## src/rtl/cartoon_ctrl_pkg.sv

```systemverilog
// Shared types and helpers for the cartoon filter mode controller.
// Holds the mode state encoding and the threshold-per-level mapping.
package cartoon_ctrl_pkg;

  typedef enum logic [1:0] {
    OFF     = 2'd0,
    ARM_ON  = 2'd1,
    ON      = 2'd2,
    ARM_OFF = 2'd3
  } cartoon_state_e;

  localparam int NUM_LEVELS = 4;
  localparam int LEVEL_W    = $clog2(NUM_LEVELS);

  // Level k maps to (k+1)*step; the product is formed 10 bits wide, then clamped to 255.
  function automatic logic [7:0] level_thresh(input logic [LEVEL_W-1:0] idx,
                                              input logic [7:0]         step);
    logic [9:0] prod;
    prod = ({{(10-LEVEL_W){1'b0}}, idx} + 10'd1) * {2'b00, step};
    return (prod > 10'd255) ? 8'hFF : prod[7:0];
  endfunction

endpackage

```

## src/rtl/key_debounce.sv

```systemverilog
// Debouncer for one active-low push-button: two-flop synchronizer, stability
// counter and a one-cycle press pulse on a debounced 1->0 transition.
module key_debounce #(
  parameter logic [19:0] DEBOUNCE_CYCLES = 20'd500000
) (
  input  logic clk,
  input  logic reset,
  input  logic key_n,
  output logic press
);

  logic        sync_1;
  logic        sync_2;
  logic        stable;
  logic        armed;
  logic [1:0]  warm;
  logic [19:0] cnt;
  logic        settle;

  assign settle = (cnt == DEBOUNCE_CYCLES - 20'd1);

  // armed only rises once a real released level has passed the synchronizer,
  // so a key held down through reset never produces a press until re-pressed.
  always_ff @(posedge clk) begin
    if (reset) begin
      sync_1 <= 1'b1;
      sync_2 <= 1'b1;
      stable <= 1'b1;
      armed  <= 1'b0;
      warm   <= 2'b00;
      cnt    <= '0;
      press  <= 1'b0;
    end else begin
      sync_1 <= key_n;
      sync_2 <= sync_1;
      warm   <= {warm[0], 1'b1};
      press  <= 1'b0;
      if (warm[1] && sync_2) begin
        armed <= 1'b1;
      end
      if (sync_2 != stable) begin
        if (settle) begin
          stable <= sync_2;
          cnt    <= '0;
          press  <= armed & ~sync_2;
        end else begin
          cnt <= cnt + 20'd1;
        end
      end else begin
        cnt <= '0;
      end
    end
  end

endmodule

```

## src/rtl/cartoon_mode_ctrl.sv

```systemverilog
// Frame-synchronous mode controller for the cartoon filter: debounced key
// requests are queued and only applied on a vsync falling edge.
import cartoon_ctrl_pkg::*;

module cartoon_mode_ctrl #(
  parameter logic [19:0] DEBOUNCE_CYCLES = 20'd500000,
  parameter logic [7:0]  THRESH_STEP     = 8'd48,
  parameter int          FRAME_CNT_W     = 16
) (
  input  logic                   clk,
  input  logic                   reset,
  input  logic                   vsync_n,
  input  logic                   key_toggle_n,
  input  logic                   key_level_n,
  output logic                   cartoon_en,
  output logic [7:0]             edge_thresh,
  output logic                   pending,
  output logic [FRAME_CNT_W-1:0] frames_on,
  output logic [1:0]             dbg_state
);

  logic                   toggle_press;
  logic                   level_press;
  logic                   vsync_q;
  logic                   frame_start;
  cartoon_state_e         state_q;
  cartoon_state_e         state_d;
  logic [LEVEL_W-1:0]     level_idx;
  logic [LEVEL_W-1:0]     level_idx_d;
  logic                   level_dirty;
  logic                   level_dirty_d;
  logic [7:0]             edge_thresh_d;
  logic [FRAME_CNT_W-1:0] frames_on_d;

  key_debounce #(.DEBOUNCE_CYCLES(DEBOUNCE_CYCLES)) u_toggle_db (
    .clk   (clk),
    .reset (reset),
    .key_n (key_toggle_n),
    .press (toggle_press)
  );

  key_debounce #(.DEBOUNCE_CYCLES(DEBOUNCE_CYCLES)) u_level_db (
    .clk   (clk),
    .reset (reset),
    .key_n (key_level_n),
    .press (level_press)
  );

  assign frame_start = vsync_q & ~vsync_n;
  assign dbg_state   = state_q;

  // A toggle press always wins over a coincident frame start.
  always_comb begin
    state_d = state_q;
    case (state_q)
      OFF:     if (toggle_press) state_d = ARM_ON;
      ARM_ON:  if (toggle_press) state_d = OFF;
               else if (frame_start) state_d = ON;
      ON:      if (toggle_press) state_d = ARM_OFF;
      ARM_OFF: if (toggle_press) state_d = ON;
               else if (frame_start) state_d = OFF;
      default: state_d = OFF;
    endcase
  end

  // A level press in the same cycle as a frame start defers the update a frame.
  always_comb begin
    level_idx_d   = level_idx;
    level_dirty_d = level_dirty;
    edge_thresh_d = edge_thresh;
    if (level_press) begin
      level_idx_d   = level_idx + 1'b1;
      level_dirty_d = 1'b1;
    end else if (frame_start && level_dirty) begin
      edge_thresh_d = level_thresh(level_idx, THRESH_STEP);
      level_dirty_d = 1'b0;
    end
  end

  always_comb begin
    frames_on_d = frames_on;
    if (state_q == ARM_ON && state_d == ON) begin
      frames_on_d = '0;
    end else if ((state_q == ON || state_q == ARM_OFF) && frame_start &&
                 (frames_on != {FRAME_CNT_W{1'b1}})) begin
      frames_on_d = frames_on + 1'b1;
    end
  end

  always_ff @(posedge clk) begin
    if (reset) begin
      vsync_q     <= 1'b1;
      state_q     <= OFF;
      level_idx   <= '0;
      level_dirty <= 1'b0;
      edge_thresh <= THRESH_STEP;
      cartoon_en  <= 1'b0;
      pending     <= 1'b0;
      frames_on   <= '0;
    end else begin
      vsync_q     <= vsync_n;
      state_q     <= state_d;
      level_idx   <= level_idx_d;
      level_dirty <= level_dirty_d;
      edge_thresh <= edge_thresh_d;
      cartoon_en  <= (state_d == ON) || (state_d == ARM_OFF);
      pending     <= (state_d == ARM_ON) || (state_d == ARM_OFF) || level_dirty_d;
      frames_on   <= frames_on_d;
    end
  end

endmodule

```

## config.mk

```make
export PLATFORM = sky130hd
export DESIGN_NAME = cartoon_mode_ctrl
export DESIGN_NICKNAME = d
export VERILOG_FILES = /design/src/rtl/cartoon_ctrl_pkg.sv /design/src/rtl/key_debounce.sv /design/src/rtl/cartoon_mode_ctrl.sv
export SDC_FILE = /design/constraint.sdc
export NUM_CORES = 1
export LEC_CHECK = 0
export BUFFER_PORTS_ARGS = -buffer_cell sky130_fd_sc_hd__buf_2
export CAP_MARGIN = 10
export CORE_MARGIN = 2
export CORE_UTILIZATION = 30
export DETAILED_ROUTE_END_ITERATION = 16
export GPL_TIMING_DRIVEN = 0
export PLACE_DENSITY_LB_ADDON = 0.1
export SETUP_SLACK_MARGIN = 0.2
export SYNTH_ARGS = -nofsm -noshare
export SYNTH_HDL_FRONTEND = slang
export SYNTH_SLANG_ARGS = --single-unit
```

## constraint.sdc

```tcl
create_clock -name clk -period 1.8 [get_ports clk]
set_clock_uncertainty 0.1 [all_clocks]
set_input_delay 0.09 -clock clk [delete_from_list [all_inputs] [get_ports clk]]
set_output_delay 0.09 -clock clk [all_outputs]
set_load 0.03 [all_outputs]
```

==> results.py, run 1 <==
metrics = {
    "routing": {
        "firstDrtPassIters": 4,
        "drt_iter0_drc": 234,
        "via_per_inst": 5.14,
        "vias": 3488,
        "drc": 0,
        "drt.antenna.violating_nets": 0,
        "routed_wirelength_um": 9690,
        "wl_per_cell_um": 14.3,
    },
    "pwr": {
        "intPower_uw": 2900,
        "irDropWorstVdd_mv": 0.481,
        "combPwrFrac": 0.025,
        "pwr-share-seq": 0.476,
        "power_switching_uw": 782,
        "sw_frac_of_total": 0.213,
        "p_leak_uw": 0.00205,
        "p_per_area_nw_per_um2": 644,
        "pwr-share-clk": 0.498,
    },
    "cells_and_area": {
        "diodes": 0,
        "nets": 542,
        "drive_gt1_frac": 0.518,
        "stdcell_count": 678,
        "syn2layout_area_growth_pct": 59.3,
    },
    "placement": {
        "gp_congestion": 0.759,
        "dp.cells": 587,
        "io_buffers": 32,
        "dp.final_hpwl_um": 5540,
    },
    "worst_hold_path": {
        "hp-class": "input port to flip-flop",
    },
    "timing": {
        "rsz0062_at_grt": "yes",
        "tns_ps": -355,
        "period_share": 1.05,
        "tightest_slew_ps": 520,
        "finalSetupViolCount": 6,
        "final_max_slew_viol_count": 0,
        "slew_headroom": 0.653,
        "fmax_mhz": 527,
        "finalHoldViolCount": 0,
        "layout_min_cycle_time_ps": 1900,
        "setup_slack_ps": -96.7,
    },
    "floorplanning": {
        "dieArea_um2": 12800,
        "num_rows": 39,
        "initial_core_util": 0.311,
        "design.core.area_um2": 11500,
        "ios": 33,
        "die_w_um": 113,
        "die_y_um": 113,
    },
    "synthesis": {
        "synth-main-ff-cell": "dfxtp_1",
        "yosys.area.top_type": "dfxtp_1",
        "synth_top_family_by_area": "simple AND/OR/NAND/NOR gates",
        "synth.most_common_cell": "dfxtp_1",
        "syn_nets": 424,
        "synthAdderAreaFrac": 0.0244,
        "syn_area_um2": 3580,
        "synth_area_per_cell_um2": 8.70,
        "synth_compound_area_frac": 0.119,
        "syn_inst": 412,
        "synth_mux_area_frac": 0.00838,
        "synth_top_area_share": 0.447,
        "yosysWarningCount": 0,
        "synth_simple_gate_area_frac": 0.293,
        "yosysSeqAreaShare": 0.447,
        "synth.distinct_cells": 49,
        "synth_edf_count": 0,
        "synth-seq-cells": 80,
        "synthXorXnorAreaFrac": 0.0709,
        "synthArstFlopShare": 0,
        "synth_common_cells": "dfxtp_1 (80), nor2_1 (43), a21oi_1 (29), nand2_1 (26), xnor2_1 (22)",
        "synthTopCellsByArea": "dfxtp_1 (45%), xnor2_1 (5.4%), nor2_1 (4.5%), a21oi_1 (4.1%), or4_1 (3.6%)",
    },
    "grt": {
        "grt_usage": 0.156,
        "grt_max_degree": 13,
        "grt_pass1_vias": 3288,
        "grt-ovfl-total": 0,
        "antenna_found_initial": 0,
        "grt_pass1_wl_um": 15900,
    },
    "critical_path": {
        "critPathRequiredTime_ps": 1980,
        "worstReg2RegStart": "u_level_db.cnt[1]$_SDFF_PP0_",
        "cpMaxStageDelayCell": "or4_4",
        "endpoint": "u_level_db.cnt[17]$_SDFF_PP0_",
        "worstPathMaxFanout": 5,
        "worstPathArrival_ps": 2070,
        "crit_type": "flip-flop to flip-flop",
        "cp-start-kind": "flip-flop",
        "crit_path_start": "u_level_db.cnt[1]$_SDFF_PP0_",
        "cp-end-kind": "flip-flop",
        "slowest_delay_ps": 520,
        "cp_cell_sequence": "nand3_4 -> or4_4 -> buf_6 -> or4_4 -> a21oi_2",
        "crit_top_cell": "or4_4",
        "worst_r2r_path_depth": 5,
        "rrSetupSlack_ps": -100,
        "worstReg2RegEnd": "u_level_db.cnt[17]$_SDFF_PP0_",
    },
    "clocking": {
        "cts_made_buffers": 9,
        "clock_latency_ps": 340,
        "clock_sinks": 80,
        "htree_levels": 3,
        "ctsRootBufferMaster": "clkbuf_16",
        "clk_path_buf_depth": 2,
        "clk_transition_reported_paths_ps": 60,
        "cts_tree": "yes",
    },
    "status": {
        "status": "finished with violations",
        "violations": "negative setup slack",
    },
    "run": {
        "cap_viol_max_count": 0,
    },
}
-- sequential cells by signal (all words and copies together) (netlist names), 2 cells and up --
register and cells:
level_idx 2, edge_thresh 5, frames_on 16, u_toggle_db.cnt 20, u_level_db.cnt 20
-- critical path, delay by kind of cell (launching register included) --
kind | cells | cell delay [ps]
buf+inv | 1 | 150
compound gates | 1 | 140
simple gates | 3 | 1070
flops | 1 | 380
-- power groups by stage --
stage	logic (uW)	clock network, uW	registers, uW
after CTS	76.4	1890	1760
after global routing	101	1970	1750
after global placement	54.7	0	1810
after floorplan	36.0	0	1810
final	92.3	1830	1750
after detailed placement	55.1	0	1810
-- cell type report --
class	instances	area (um^2)
buffer	13	130
clock buffer	13	250
clock inverter	3	41.3
fill	1073	5810
inverter	18	67.6
multi-input combinational	301	2490
sequential	80	1730
tap	143	179
timing repair buffer	107	827
-- cells in the final DEF, fill, tap and decap left out, types with 4 or more instances in the layout --
cell type	n
xor2_1	7
nor4_4	7
xnor2_1	21
a21oi_1	13
nand3_2	4
o31ai_1	4
nor3_1	8
nor2_4	10
buf_4	55
nor2_1	31
or3_4	9
clkbuf_1	5
buf_6	18
a21oi_2	16
inv_1	17
buf_8	7
dfxtp_4	26
clkbuf_16	9
or4_1	4
or3_1	6
buf_2	33
or2_2	5
dfxtp_1	31
nand2_1	25
nand4_1	15
dfxtp_2	23
ha_1	4
nand3_1	15
or4_4	13
o21ai_0	17
and4_1	4
-- worst min path at each step --
| stage | startpoint | end | depth (start not counted) |
|---|---|---|---|
| after floorplan | key_level_n | u_level_db.sync_1$_SDFF_PP1_ | 1 |
| after global placement | key_level_n | u_level_db.sync_1$_SDFF_PP1_ | 2 |
| after detailed placement | key_toggle_n | u_toggle_db.sync_1$_SDFF_PP1_ | 2 |
| after CTS | reset | u_toggle_db.press$_SDFF_PP0_ | 3 |
| after global routing | reset | u_toggle_db.press$_SDFF_PP0_ | 3 |
| final | reset | u_toggle_db.press$_SDFF_PP0_ | 3 |
-- kinds of logic after synthesis --
family | count (synthesis)
AND/OR/NAND/NOR | 190
multiplexers | 3
flip-flops | 80
AO/OA/AOI/OAI | 72
adder cells (fa/ha/maj) | 7
XOR/XNOR | 29
buffers and inverters | 31
-- repair_timing --
action	CTS	global route
gates resized for setup	87	79
setup buffers	54	14
endpoints found under the setup margin	61	61
pin swaps	58	29
hold buffers	3	0
endpoints found under the hold margin	3	0
gates cloned	4	0
-- metal layers --
layer,vias up,wire length [um],global-route usage,part of all wire
li1,1740,-,-,-
met1,1671,4730,0.212,0.49
met2,65,4460,0.233,0.46
met3,12,326,0.0305,0.034
met4,0,171,0.0813,0.018
met5,-,0,0,0
-- metrics by stage --
| step | hold slack (ps) | area (um^2) | power [uW] | setup WS, ps | util |
|---|---|---|---|---|---|
| after detailed placement | 193 | 4170 | 1860 | -240 | 0.362 |
| after floorplan | 93.8 | 3830 | 1840 | -28.0 | - |
| after global placement | 196 | 4170 | 1860 | -247 | 0.362 |
| final | 27.6 | 5710 | 3680 | -96.7 | 0.496 |
| after CTS | 19.2 | 5290 | 3720 | -92.0 | 0.460 |
| after global routing | 42.9 | 5710 | 3830 | -144 | 0.496 |
Power figures use the tool's default switching activity.
==> run 2, diff against run 1 <==
--- a/config.mk
+++ b/config.mk
@@ -5,10 +5,11 @@
 export SDC_FILE = /design/constraint.sdc
 export NUM_CORES = 1
 export LEC_CHECK = 0
+export ABC_AREA = 0
 export BUFFER_PORTS_ARGS = -buffer_cell sky130_fd_sc_hd__buf_2
 export CAP_MARGIN = 10
 export CORE_MARGIN = 2
-export CORE_UTILIZATION = 30
+export CORE_UTILIZATION = 45
 export DETAILED_ROUTE_END_ITERATION = 16
 export GPL_TIMING_DRIVEN = 0
 export PLACE_DENSITY_LB_ADDON = 0.1
==> constraint.sdc (replaced) <==
create_clock -name clk -period 1.9 [get_ports clk]
set_clock_uncertainty 0.1 [all_clocks]
set_input_delay 0.095 -clock clk [delete_from_list [all_inputs] [get_ports clk]]
set_output_delay 0.095 -clock clk [all_outputs]
set_load 0.03 [all_outputs]
==> results.py, run 2 (synthesized netlist as in run 1, its figures left out) <==
metrics = {
    "worst_hold_path": {
        "hp-class": "input port to flip-flop",
    },
    "grt": {
        "grt_max_degree": 14,
        "grt_pass1_vias": 3021,
        "antenna_found_initial": 0,
        "grt-ovfl-total": 0,
        "grt_usage": 0.198,
        "busiest_layer": "met2",
        "use_met2": 0.327,
        "use_met1": 0.262,
        "grtUsageMet3": 0.0338,
        "grt_pass1_wl_um": 14100,
    },
    "cells_and_area": {
        "multi_input_area_um2": 2280,
        "drive_gt1_frac": 0.444,
        "seq_area_um2": 1720,
        "syn2layout_area_growth_pct": 45.7,
        "nFillCells": 622,
        "final_common_cell": "buf_4",
        "final_cell_mix": "buf_4 (54), nor2_1 (42), dfxtp_1 (36)",
        "nets": 529,
        "diodes": 0,
        "largestRegisters": "u_level_db.cnt: 20 flops, u_toggle_db.cnt: 20 flops, frames_on: 16 flops",
        "fin_area_um2": 5220,
    },
    "routing": {
        "via_per_inst": 5.46,
        "routed_wirelength_um": 9000,
        "wl_per_cell_um": 14.4,
        "firstDrtPassIters": 6,
        "drt.antenna.violating_nets": 0,
        "vias": 3410,
        "drt_iter0_drc": 94,
        "drc": 0,
    },
    "floorplanning": {
        "dieArea_um2": 8690,
        "design.core.area_um2": 7730,
        "ios": 33,
        "die_y_um": 93.2,
        "die_w_um": 93.2,
        "num_rows": 32,
        "initial_core_util": 0.464,
    },
    "placement": {
        "placed_cell_area_um2": 4080,
        "io_buffers": 32,
        "dp.final_hpwl_um": 5060,
        "gp_congestion": 0.795,
    },
    "clocking": {
        "clock_sinks": 80,
        "clk_path_buf_depth": 2,
        "clk_transition_reported_paths_ps": 80,
        "clock_latency_ps": 350,
        "htree_levels": 3,
        "cts_made_buffers": 9,
        "cts_tree": "yes",
        "ctsRootBufferMaster": "clkbuf_8",
    },
    "run": {
        "cap_viol_max_count": 0,
    },
    "critical_path": {
        "critPathRequiredTime_ps": 2080,
        "worstPathArrival_ps": 2050,
        "cp-start-kind": "flip-flop",
        "cpMaxStageDelayCell": "or4_4",
        "worstPathMaxFanout": 4,
        "cp-end-kind": "flip-flop",
        "cp_cell_sequence": "ha_4 -> nand4_1 -> or4_4 -> or4_1 -> a21oi_1",
        "crit_type": "flip-flop to flip-flop",
        "slowest_delay_ps": 480,
    },
    "timing": {
        "final_max_slew_viol_count": 0,
        "rsz0062_at_grt": "yes",
        "period_share": 0.982,
        "tns_ps": 0,
        "finalHoldViolCount": 0,
        "finalSetupViolCount": 0,
        "layout_min_cycle_time_ps": 1870,
        "slew_headroom": 0.634,
        "tightest_slew_ps": 550,
        "fmax_mhz": 536,
    },
    "pwr": {
        "p_leak_uw": 0.00186,
        "sw_frac_of_total": 0.217,
        "power_switching_uw": 674,
        "pwr-share-clk": 0.445,
        "combPwrFrac": 0.023,
        "irDropWorstVdd_mv": 0.448,
        "pwr-share-seq": 0.532,
        "intPower_uw": 2440,
        "p_per_area_nw_per_um2": 596,
    },
    "status": {
        "status": "finished clean",
    },
}
-- run 2: cell types whose count changed in the layout (fill, tap and decap cells not counted), sizes merged --
cell and delta:
buf -15, clkbuf +1, clkinv +2, clkinvlp -1
-- run 2: path summary, 6_finish.rpt --
| path | from | endpoint | slack (ps) | depth (start not counted) |
|---|---|---|---|---|
| worst max register to register | u_level_db.cnt[0]$_SDFF_PP0_ | u_level_db.cnt[14]$_SDFF_PP0_ | 30 | 5 |
| worst max-delay path | u_level_db.cnt[0]$_SDFF_PP0_ | u_level_db.cnt[14]$_SDFF_PP0_ | 30 | 5 |
| worst min register to register | u_toggle_db.sync_1$_SDFF_PP1_ | u_toggle_db.sync_2$_SDFF_PP1_ | 310 | 1 |
| worst min-delay path | reset | u_toggle_db.press$_SDFF_PP0_ | 30 | 3 |
-- run 2: repair_timing --
item | 4_1_cts | 5_1_grt
setup endpoints to repair | 59 | 61
hold endpoints to repair | 3 | 0
resized for setup | 41 | 73
buffers inserted | 42 | 16
gates cloned | 0 | 1
hold buffers | 3 | 0
pin swaps | 29 | 34
-- run 2: metrics by stage --
stage | utilization | setup WS, ps | cells | total power (uW) | hold slack [ps]
floorplan | - | 71.7 | 412 | 1750 | 98.8
global placement | 0.528 | -89.1 | 546 | 1760 | 190
detailed placement | 0.528 | -83.3 | 546 | 1760 | 186
CTS | 0.623 | 24.7 | 607 | 3150 | 24.3
global route | 0.676 | -42.4 | 624 | 3230 | 57.3
finish | 0.676 | 34.7 | 624 | 3110 | 34.1
-- run 2: power groups by stage --
| stage | sequential [uW] | clock (uW) | combinational (uW) |
|---|---|---|---|
| global route | 1660 | 1500 | 80.0 |
| finish | 1660 | 1380 | 72.0 |
| floorplan | 1710 | 0 | 33.4 |
| global placement | 1710 | 0 | 49.4 |
| detailed placement | 1710 | 0 | 50.2 |
| CTS | 1670 | 1420 | 62.6 |
-- run 2: final cells by class --
class | instances | share of cell area
Clock inverter | 4 | 0.00935
Inverter | 18 | 0.0129
Clock buffer | 12 | 0.0338
Tap cell | 102 | 0.0244
Multi-Input combinational cell | 301 | 0.436
Sequential cell | 80 | 0.330
Buffer | 13 | 0.0218
Timing Repair Buffer | 94 | 0.132
-- run 2: routing by layer --
metal / vias to the layer above / part of all wire
met3: 17 / 0.029
met2: 61 / 0.49
met1: 1630 / 0.46
met4: 0 / 0.017
li1: 1702 / -
met5: - / 0
-- run 2: worst max-delay path, delay by kind of cell, from the launching register on --
kind / cells / cell delay, ps
flip-flops: 1 / 390
AO/OA/AOI/OAI: 1 / 130
adder cells (fa/ha/maj): 1 / 130
AND/OR/NAND/NOR: 3 / 1060
==> run 3, diff against run 2 <==
--- a/config.mk
+++ b/config.mk
@@ -10,8 +10,10 @@
 export CAP_MARGIN = 10
 export CORE_MARGIN = 2
 export CORE_UTILIZATION = 45
+export CTS_CLUSTER_SIZE = 12
 export DETAILED_ROUTE_END_ITERATION = 16
 export GPL_TIMING_DRIVEN = 0
+export MAX_ROUTING_LAYER = met4
 export PLACE_DENSITY_LB_ADDON = 0.1
 export SETUP_SLACK_MARGIN = 0.2
 export SYNTH_ARGS = -nofsm -noshare
==> constraint.sdc (replaced) <==
create_clock -name clk -period 2.4 [get_ports clk]
set_clock_uncertainty 0.1 [all_clocks]
set_input_delay 0.12 -clock clk [delete_from_list [all_inputs] [get_ports clk]]
set_output_delay 0.12 -clock clk [all_outputs]
set_load 0.03 [all_outputs]
==> results.py, run 3 (synthesized netlist as in run 1, its figures left out) <==
metrics = {
    "cells_and_area": {
        "final_cell_mix": "dfxtp_1 (77), nor2_1 (43), buf_2 (33)",
        "largestRegisters": "u_level_db.cnt: 20 flops, u_toggle_db.cnt: 20 flops, frames_on: 16 flops",
        "drive_gt1_frac": 0.168,
        "seq_area_um2": 1610,
        "nets": 471,
        "multi_input_area_um2": 1900,
        "syn2layout_area_growth_pct": 16.9,
        "final_common_cell": "dfxtp_1",
        "nFillCells": 723,
        "diodes": 0,
    },
    "placement": {
        "io_buffers": 32,
        "dp.final_hpwl_um": 4840,
        "dp_slack_ps": 114,
        "gp_congestion": 0.819,
    },
    "critical_path": {
        "worstPathMaxFanout": 6,
        "path_buf_inv": 0,
        "cp_cell_sequence": "ha_1 -> nand4_1 -> nor4_2 -> a41oi_1 -> a311oi_1",
        "cpMaxStageDelayCell": "nor4_2",
        "crit_type": "flip-flop to flip-flop",
        "slowest_delay_ps": 530,
        "cp-end-kind": "flip-flop",
        "critPathRequiredTime_ps": 2560,
        "worstPathArrival_ps": 2290,
        "critical_path.top_delay_family": "simple AND/OR/NAND/NOR gates",
        "cp-start-kind": "flip-flop",
    },
    "floorplanning": {
        "dieArea_um2": 8690,
        "die_y_um": 93.2,
        "die_w_um": 93.2,
        "ios": 33,
        "num_rows": 32,
        "design.core.area_um2": 7730,
        "initial_core_util": 0.464,
    },
    "timing": {
        "final_max_slew_viol_count": 0,
        "rsz0062_at_grt": "yes",
        "slew_headroom": 0.432,
        "tns_ps": 0,
        "tightest_slew_ps": 841,
        "finalHoldViolCount": 0,
        "finalSetupViolCount": 0,
        "period_share": 0.887,
        "setup_slack_ps": 271,
        "layout_min_cycle_time_ps": 2130,
        "fmax_mhz": 470,
    },
    "routing": {
        "drc": 0,
        "wl_per_cell_um": 12.4,
        "routed_wirelength_um": 7040,
        "vias": 3008,
        "drt_iter0_drc": 89,
        "drt.antenna.violating_nets": 0,
        "via_per_inst": 5.31,
        "firstDrtPassIters": 5,
    },
    "run": {
        "cap_viol_max_count": 0,
    },
    "pwr": {
        "p_per_area_nw_per_um2": 595,
        "irDropWorstVdd_mv": 0.272,
        "p_leak_uw": 0.00138,
    },
    "clocking": {
        "htree_levels": 3,
        "clk_path_buf_depth": 2,
        "cts_made_buffers": 9,
        "clock_sinks": 80,
        "clock_latency_ps": 360,
        "clk_transition_reported_paths_ps": 90,
        "cts_tree": "yes",
        "ctsRootBufferMaster": "clkbuf_8",
    },
    "grt": {
        "grt_pass1_wl_um": 12200,
        "grt-ovfl-total": 0,
        "grt_pass1_vias": 2738,
        "grt_max_degree": 14,
        "grt_usage": 0.177,
        "antenna_found_initial": 0,
    },
    "status": {
        "status": "finished clean",
    },
    "worst_hold_path": {
        "hp-class": "input port to flip-flop",
    },
}
==> run 3: final timing paths <==
check,start,end,slack [ps],depth (start not counted)
setup / recovery,frames_on[1]$_SDFFE_PP0P_,frames_on[14]$_SDFFE_PP0P_,270,5
hold / removal,reset,u_toggle_db.press$_SDFF_PP0_,40,3
setup reg to reg,frames_on[1]$_SDFFE_PP0P_,frames_on[14]$_SDFFE_PP0P_,270,5
hold reg to reg,u_toggle_db.sync_1$_SDFF_PP1_,u_toggle_db.sync_2$_SDFF_PP1_,320,1
==> run 3: layout make-up <==
type,instances,share of cell area
Sequential cell,80,0.383
Tap cell,102,0.0305
Multi-Input combinational cell,301,0.454
Clock buffer,11,0.0338
Buffer,13,0.0164
Timing Repair Buffer,36,0.0472
Clock inverter,5,0.0188
Inverter,18,0.0161
==> run 3: metrics by stage <==
stage	hold WS, ps	cells	area, um^2	power (uW)	util
6_report	42.2	566	4190	2490	0.542
5_1_grt	53.2	566	4190	2590	0.542
4_1_cts	38.6	565	4140	2520	0.535
3_5_place_dp	213	546	3880	1410	0.502
3_3_place_gp	206	546	3880	1410	0.502
2_1_floorplan	124	412	3590	1400	-
==> run 3: repair_timing <==
action	CTS	global route
gates cloned	0	0
endpoints found under the setup margin	14	42
gates resized for setup	2	14
buffers inserted	0	1
hold buffers	3	0
pin swaps	0	2
hold endpoints to repair	3	0
==> run 3: per-layer routing <==
layer / track usage / up-vias / wire length, um
li1: - / 1591 / -
met1: 0.236 / 1362 / 3600
met2: 0.263 / 43 / 3000
met3: 0.0274 / 12 / 282
met4: 0.0858 / 0 / 150
met5: - / - / 0
==> run 3: worst reg2reg max path, stage by stage, from the launching register on <==
cell and delay [ps]:
dfxtp_1 420, ha_1 240, nand4_1 330, nor4_2 530
a41oi_1 170, a311oi_1 240
==> run 3: report_power, final <==
part	leakage [uW]	internal [uW]	total, uW	switching (uW)
clock network	0.000114	615	1110	497
registers	0.000648	1340	1340	5.74
logic	0.000622	17.0	41.6	24.6
total	0.00138	1970	2490	527
